## src/rtl/rf_write_arbiter.sv

```systemverilog
// rf_write_arbiter
// Shares the single register-file write port between the writeback stage
// and a multi-cycle (MC) execution unit. Writeback normally wins; a
// starvation counter forces one MC grant by stalling writeback for a cycle.
// The grant path is purely combinational; only the FSM state, the wait
// counter and the optional statistics counter are registered.
//
// Optional feature macro: WB_ARB_STATS_EN
//   defined   -> STALL_CNT counts WB_STALL cycles (saturating, cleared by RST)
//   undefined -> STALL_CNT is tied to zero and no counter is built

module rf_write_arbiter #(
    parameter int STARVE_LIMIT = 4
) (
    input  logic        CLK,
    input  logic        RST,
    input  logic        WB_REG_WRITE,
    input  logic [4:0]  WB_WA,
    input  logic [31:0] WB_WD,
    input  logic        MC_VALID,
    input  logic [4:0]  MC_WA,
    input  logic [31:0] MC_WD,
    output logic        MC_READY,
    output logic        WB_STALL,
    output logic        RF_WE,
    output logic [4:0]  RF_WA,
    output logic [31:0] RF_WD,
    output logic [15:0] STALL_CNT
);

    // Wide enough to hold STARVE_LIMIT itself.
    localparam int CW = $clog2(STARVE_LIMIT + 1);
    localparam logic [CW-1:0] LIMIT = CW'(STARVE_LIMIT);

    typedef enum logic {
        ST_IDLE  = 1'b0,
        ST_FORCE = 1'b1
    } state_t;

    state_t          r_state;
    logic [CW-1:0]   r_wait_cnt;
    logic [CW-1:0]   w_wait_inc;

    logic            w_wb_req;
    logic            w_mc_nonzero;
    logic            w_force_active;
    logic            w_mc_denied;

    logic            w_we;
    logic [4:0]      w_wa;
    logic [31:0]     w_wd;
    logic            w_ready;
    logic            w_stall;

    // A writeback to x0 is indistinguishable from no writeback at all.
    assign w_wb_req       = WB_REG_WRITE && (WB_WA != 5'd0);
    assign w_mc_nonzero   = (MC_WA != 5'd0);
    // A forced grant only happens when MC is actually presenting a result;
    // otherwise the FORCE cycle behaves exactly like IDLE.
    assign w_force_active = (r_state == ST_FORCE) && MC_VALID;
    assign w_mc_denied    = MC_VALID && !w_ready;
    assign w_wait_inc     = r_wait_cnt + 1'b1;

    // Combinational grant: decide who owns the write port this cycle.
    always_comb begin
        w_we    = 1'b0;
        w_wa    = 5'd0;
        w_wd    = 32'd0;
        w_ready = 1'b0;
        w_stall = 1'b0;
        if (!RST) begin
            if (w_force_active) begin
                // Starved MC result takes the port; writeback holds.
                w_stall = 1'b1;
                w_ready = 1'b1;
                if (w_mc_nonzero) begin
                    w_we = 1'b1;
                    w_wa = MC_WA;
                    w_wd = MC_WD;
                end
            end else if (w_wb_req) begin
                // Writeback wins; an MC result to x0 needs no port and is
                // retired alongside it.
                w_we    = 1'b1;
                w_wa    = WB_WA;
                w_wd    = WB_WD;
                w_ready = MC_VALID && !w_mc_nonzero;
            end else if (MC_VALID) begin
                w_ready = 1'b1;
                if (w_mc_nonzero) begin
                    w_we = 1'b1;
                    w_wa = MC_WA;
                    w_wd = MC_WD;
                end
            end
        end
    end

    assign RF_WE    = w_we;
    assign RF_WA    = w_wa;
    assign RF_WD    = w_wd;
    assign MC_READY = w_ready;
    assign WB_STALL = w_stall;

    // Starvation FSM: count consecutive denied MC cycles, force one grant.
    always_ff @(posedge CLK) begin
        if (RST) begin
            r_state    <= ST_IDLE;
            r_wait_cnt <= '0;
        end else begin
            case (r_state)
                ST_IDLE: begin
                    if (w_mc_denied) begin
                        r_wait_cnt <= w_wait_inc;
                        if (w_wait_inc == LIMIT) begin
                            r_state <= ST_FORCE;
                        end
                    end else begin
                        r_wait_cnt <= '0;
                    end
                end
                ST_FORCE: begin
                    // Always exactly one cycle, so WB_STALL can never be
                    // asserted on two consecutive cycles.
                    r_state    <= ST_IDLE;
                    r_wait_cnt <= '0;
                end
                default: begin
                    r_state    <= ST_IDLE;
                    r_wait_cnt <= '0;
                end
            endcase
        end
    end

`ifdef WB_ARB_STATS_EN
    logic [15:0] r_stall_cnt;

    // Saturating count of writeback stall cycles.
    always_ff @(posedge CLK) begin
        if (RST) begin
            r_stall_cnt <= 16'd0;
        end else if (w_stall && (r_stall_cnt != 16'hFFFF)) begin
            r_stall_cnt <= r_stall_cnt + 16'd1;
        end
    end

    assign STALL_CNT = r_stall_cnt;
`else
    assign STALL_CNT = 16'd0;
`endif

endmodule
```

## config.mk

```make
export PLATFORM = sky130hd
export DESIGN_NAME = rf_write_arbiter
export DESIGN_NICKNAME = d
export VERILOG_FILES = /design/src/rtl/rf_write_arbiter.sv
export SDC_FILE = /design/constraint.sdc
export NUM_CORES = 1
export LEC_CHECK = 0
export ABC_AREA = 1
export BUFFER_PORTS_ARGS = -buffer_cell sky130_fd_sc_hd__buf_2
export CAP_MARGIN = 10
export CELL_PAD_IN_SITES_DETAIL_PLACEMENT = 1
export CELL_PAD_IN_SITES_GLOBAL_PLACEMENT = 1
export CORE_MARGIN = 2
export CORE_UTILIZATION = 19
export CTS_BUF_LIST = sky130_fd_sc_hd__clkbuf_4 sky130_fd_sc_hd__clkbuf_8
export CTS_CLUSTER_SIZE = 24
export DETAILED_ROUTE_END_ITERATION = 12
export PLACE_DENSITY = 0.91
export SLEW_MARGIN = 10
export SYNTH_ARGS = -nofsm -noshare
export SYNTH_HDL_FRONTEND = slang
export SYNTH_SLANG_ARGS = --single-unit
```

## constraint.sdc

```tcl
create_clock -name CLK -period 2 [get_ports CLK]
set_clock_uncertainty 0.1 [all_clocks]
set_input_delay 0.4 -clock CLK [delete_from_list [all_inputs] [get_ports CLK]]
set_output_delay 0.4 -clock CLK [all_outputs]
set_load 0.01 [all_outputs]
```

==> results.sh <==
export IMPL_cts_max_level=1
export IMPL_reg2reg_slack_ps=680
export IMPL_yosysTopAreaCell="nand3_1"
export IMPL_cts_tree="built"
export IMPL_r2r_start="r_state"
export IMPL_whs_ps=345.0
export IMPL_hold_buffers=0
export IMPL_viasPerCell=4.580
export IMPL_worst_slack_ps=-46.64
export IMPL_dieWidth_um=79.95
export IMPL_synthTopCellsByCount="40 x nand3_1, 31 x nand2_1, 28 x a21oi_1"
export IMPL_min_path_cells=1
export IMPL_synthFlopType="dfxtp_1"
export IMPL_r2r_end="r_wait_cnt[1]"
export IMPL_ir_drop_uv=579.1
export IMPL_netlist_area_um2=1096
export IMPL_slew_viol_final=0
export IMPL_overflow=0
export IMPL_async_flop_share=0
export IMPL_gp_congestion=0.6733
export IMPL_vias=1722
export IMPL_n_fill_cell=726
export IMPL_drt_iter0_markers=23
export IMPL_p_int_uw=430.9
export IMPL_p_per_area_nw_per_um2=314.7
export IMPL_path_cells="buf_6 -> nor2_4 -> nand3b_1 -> nand2_8 -> clkbuf_16 -> nand3_1 -> a21oi_1 -> buf_2"
export IMPL_seq_area_frac_synth=0.07306
export IMPL_avgSynthCellArea_um2=6.089
export IMPL_critPathMaxFanout=13
export IMPL_cpMaxStageDelayCell="nand3b_1"
export IMPL_cts_made_buffers=3
export IMPL_finalHoldViolCount=0
export IMPL_yosysWarnings=0
export IMPL_grt_pass1_wl_mm=7.065
export IMPL_violations="setup timing"
export IMPL_finalCriticalPeriod_ps=2047
export IMPL_postLayoutCellArea_um2=2277
export IMPL_tns_ps=-280.4
export IMPL_die_area_um2=6392
export IMPL_wl_mm=5.699
export IMPL_p_sw_frac=0.3987
export IMPL_dr_pass1_iters=4
export IMPL_clkPwrFrac=0.235
export IMPL_critPathTopFamily="simple AND/OR/NAND/NOR gates"
export IMPL_antenna_left=0
export IMPL_cts_max_path_buffers=2
export IMPL_grt_start_max_net_pins=41
export IMPL_path_clk_slew_ps=30
export IMPL_path_class="in2out"
export IMPL_dpl_hpwl_mm=3.656
export IMPL_syn2layout_area_growth_pct=107.8
export IMPL_postLayoutCoreUtil=0.4110
export IMPL_fin_nets=386
export IMPL_p_leak_uw=0.001202
export IMPL_rows=27
export IMPL_drive_gt1_frac=0.7072
export IMPL_grt_pass1_vias=1580
export IMPL_ys_top_cells_by_area="nand3_1 18%, a21oi_1 13%, buf_4 11%"
export IMPL_crit_cells=8
export IMPL_dpl_cell_area_um2=1693
export IMPL_die_h_um=79.95
export IMPL_power_frac_seq=0.115
export IMPL_hold_path_startpoint="r_wait_cnt[0]"
export IMPL_synthCells=180
export IMPL_pre_cts_ws_ps=11.21
export IMPL_hp_class="reg2reg"
export IMPL_synth_edf_count=0
export IMPL_synth_distinct_cells=23
export IMPL_maxCapViolations=0
export IMPL_cp_end_kind="output port"
export IMPL_ys_ff_latch=4
export IMPL_outcome="complete, but fails checks"
export IMPL_antenna_cells=0
export IMPL_track_usage=0.1372
export IMPL_combPwrFrac=0.650
export IMPL_ios=134
export IMPL_synth_top_area_share=0.1826
export IMPL_critPathBufInv=3
export IMPL_cp_required_ps=1500
export IMPL_core_area_um2=5540
export IMPL_cp_slowest_stage_delay_ps=190
export IMPL_portBuffers=117
export IMPL_r2r_cells=7
export IMPL_finalCritPeriodShare=1.023
export IMPL_initial_core_util=0.1978
export IMPL_p_switching_uw=285.8
export IMPL_max_clock_freq_mhz=488.6
export IMPL_clock_latency_ps=220
export IMPL_clockRootBuffer="clkbuf_8"
export IMPL_rsz0062_at_grt="yes"
export IMPL_cp_start_kind="primary input"
export IMPL_min_to="r_wait_cnt[0]"
export IMPL_drc=0
export IMPL_arrival_ps=1550
export IMPL_antenna_found_initial=0
export IMPL_clock_sinks=4
export IMPL_yosysMostFrequentCell="nand3_1"
export IMPL_avgRoutedWirePerCell_um=15.16
export IMPL_setup_viol_count_final=20
[area by class of cell]
type,instances,area (µm²),area share
multi-input cells,151,1055,0.4632
repair buffers,138,967.2,0.4247
well taps,72,90.09,0.03956
flip-flops and latches,4,81.33,0.03571
inverters,8,42.54,0.01868
clock buffers,3,41.29,0.01813
[routing by layer]
layer  track usage  up-vias  part of all wire
li1              -      820                 -
met1        0.1432      815              0.38
met2        0.2758       79              0.53
met3       0.01923        8             0.078
met4       0.04237        0             0.015
met5             0        -                 0
[state kept, by name, indices dropped and copies added (netlist names)]
signal	cells
r_state	1
r_wait_cnt	3
[power by group through the flow]
stage	clock network (µW)	logic [µW]	registers [µW]
6_report	168	466	82.3
5_1_grt	178	505	82.4
4_1_cts	175	353	82.3
3_5_place_dp	0	336	83.4
3_3_place_gp	0	328	83.3
2_1_floorplan	0	208	83.2
[cells in the final DEF, fill, tap and decap left out, types with 6 or more instances in the layout]
cell type	count
nand2_4	15
conb_1	16
buf_2	113
inv_1	6
a21oi_1	9
nor2_1	7
nand2_1	15
nand3_1	29
nand3_2	9
buf_4	7
a21oi_2	29
clkbuf_16	6
nand2_2	11
[what timing repair did]
action                     in CTS  in global routing
setup endpoints to repair      10                 38
buffers inserted                2                  3
gates cloned                    1                  6
resized for setup               4                 78
pin swaps                       1                 17
[cell families (layout without fill, tap and decap cells)]
kind of cell / Yosys count / in the layout / share of synthesized area
buffers and inverters: 40 / 149 / 0.2717
xor gates and xnor gates: 1 / 1 / 0.007992
adders and majority gates: 2 / 2 / 0.02283
other: 1 / 16 / 0.003421
DFF: 4 / 4 / 0.07306
AOI/OAI and AO/OA: 38 / 38 / 0.2078
and+or+nand+nor: 94 / 94 / 0.4132
[stage by stage]
stage | instances | power, µW
floorplan | 195 | 291.4
global placement | 361 | 410.9
detailed placement | 361 | 419.2
CTS | 367 | 609.7
global route | 376 | 765.6
finish | 376 | 716.7
[worst max-delay path by stage]
stage,startpoint,end,slack [ps]
finish,WB_WA[4],RF_WA[2],-50
detailed placement,MC_VALID,RF_WD[17],10
global route,WB_WA[4],RF_WD[8],-100
CTS,WB_WA[4],RF_WD[0],-40
global placement,WB_WA[1],RF_WD[0],70
floorplan,MC_VALID,RF_WD[24],170
(Power assumes the default switching activity.)
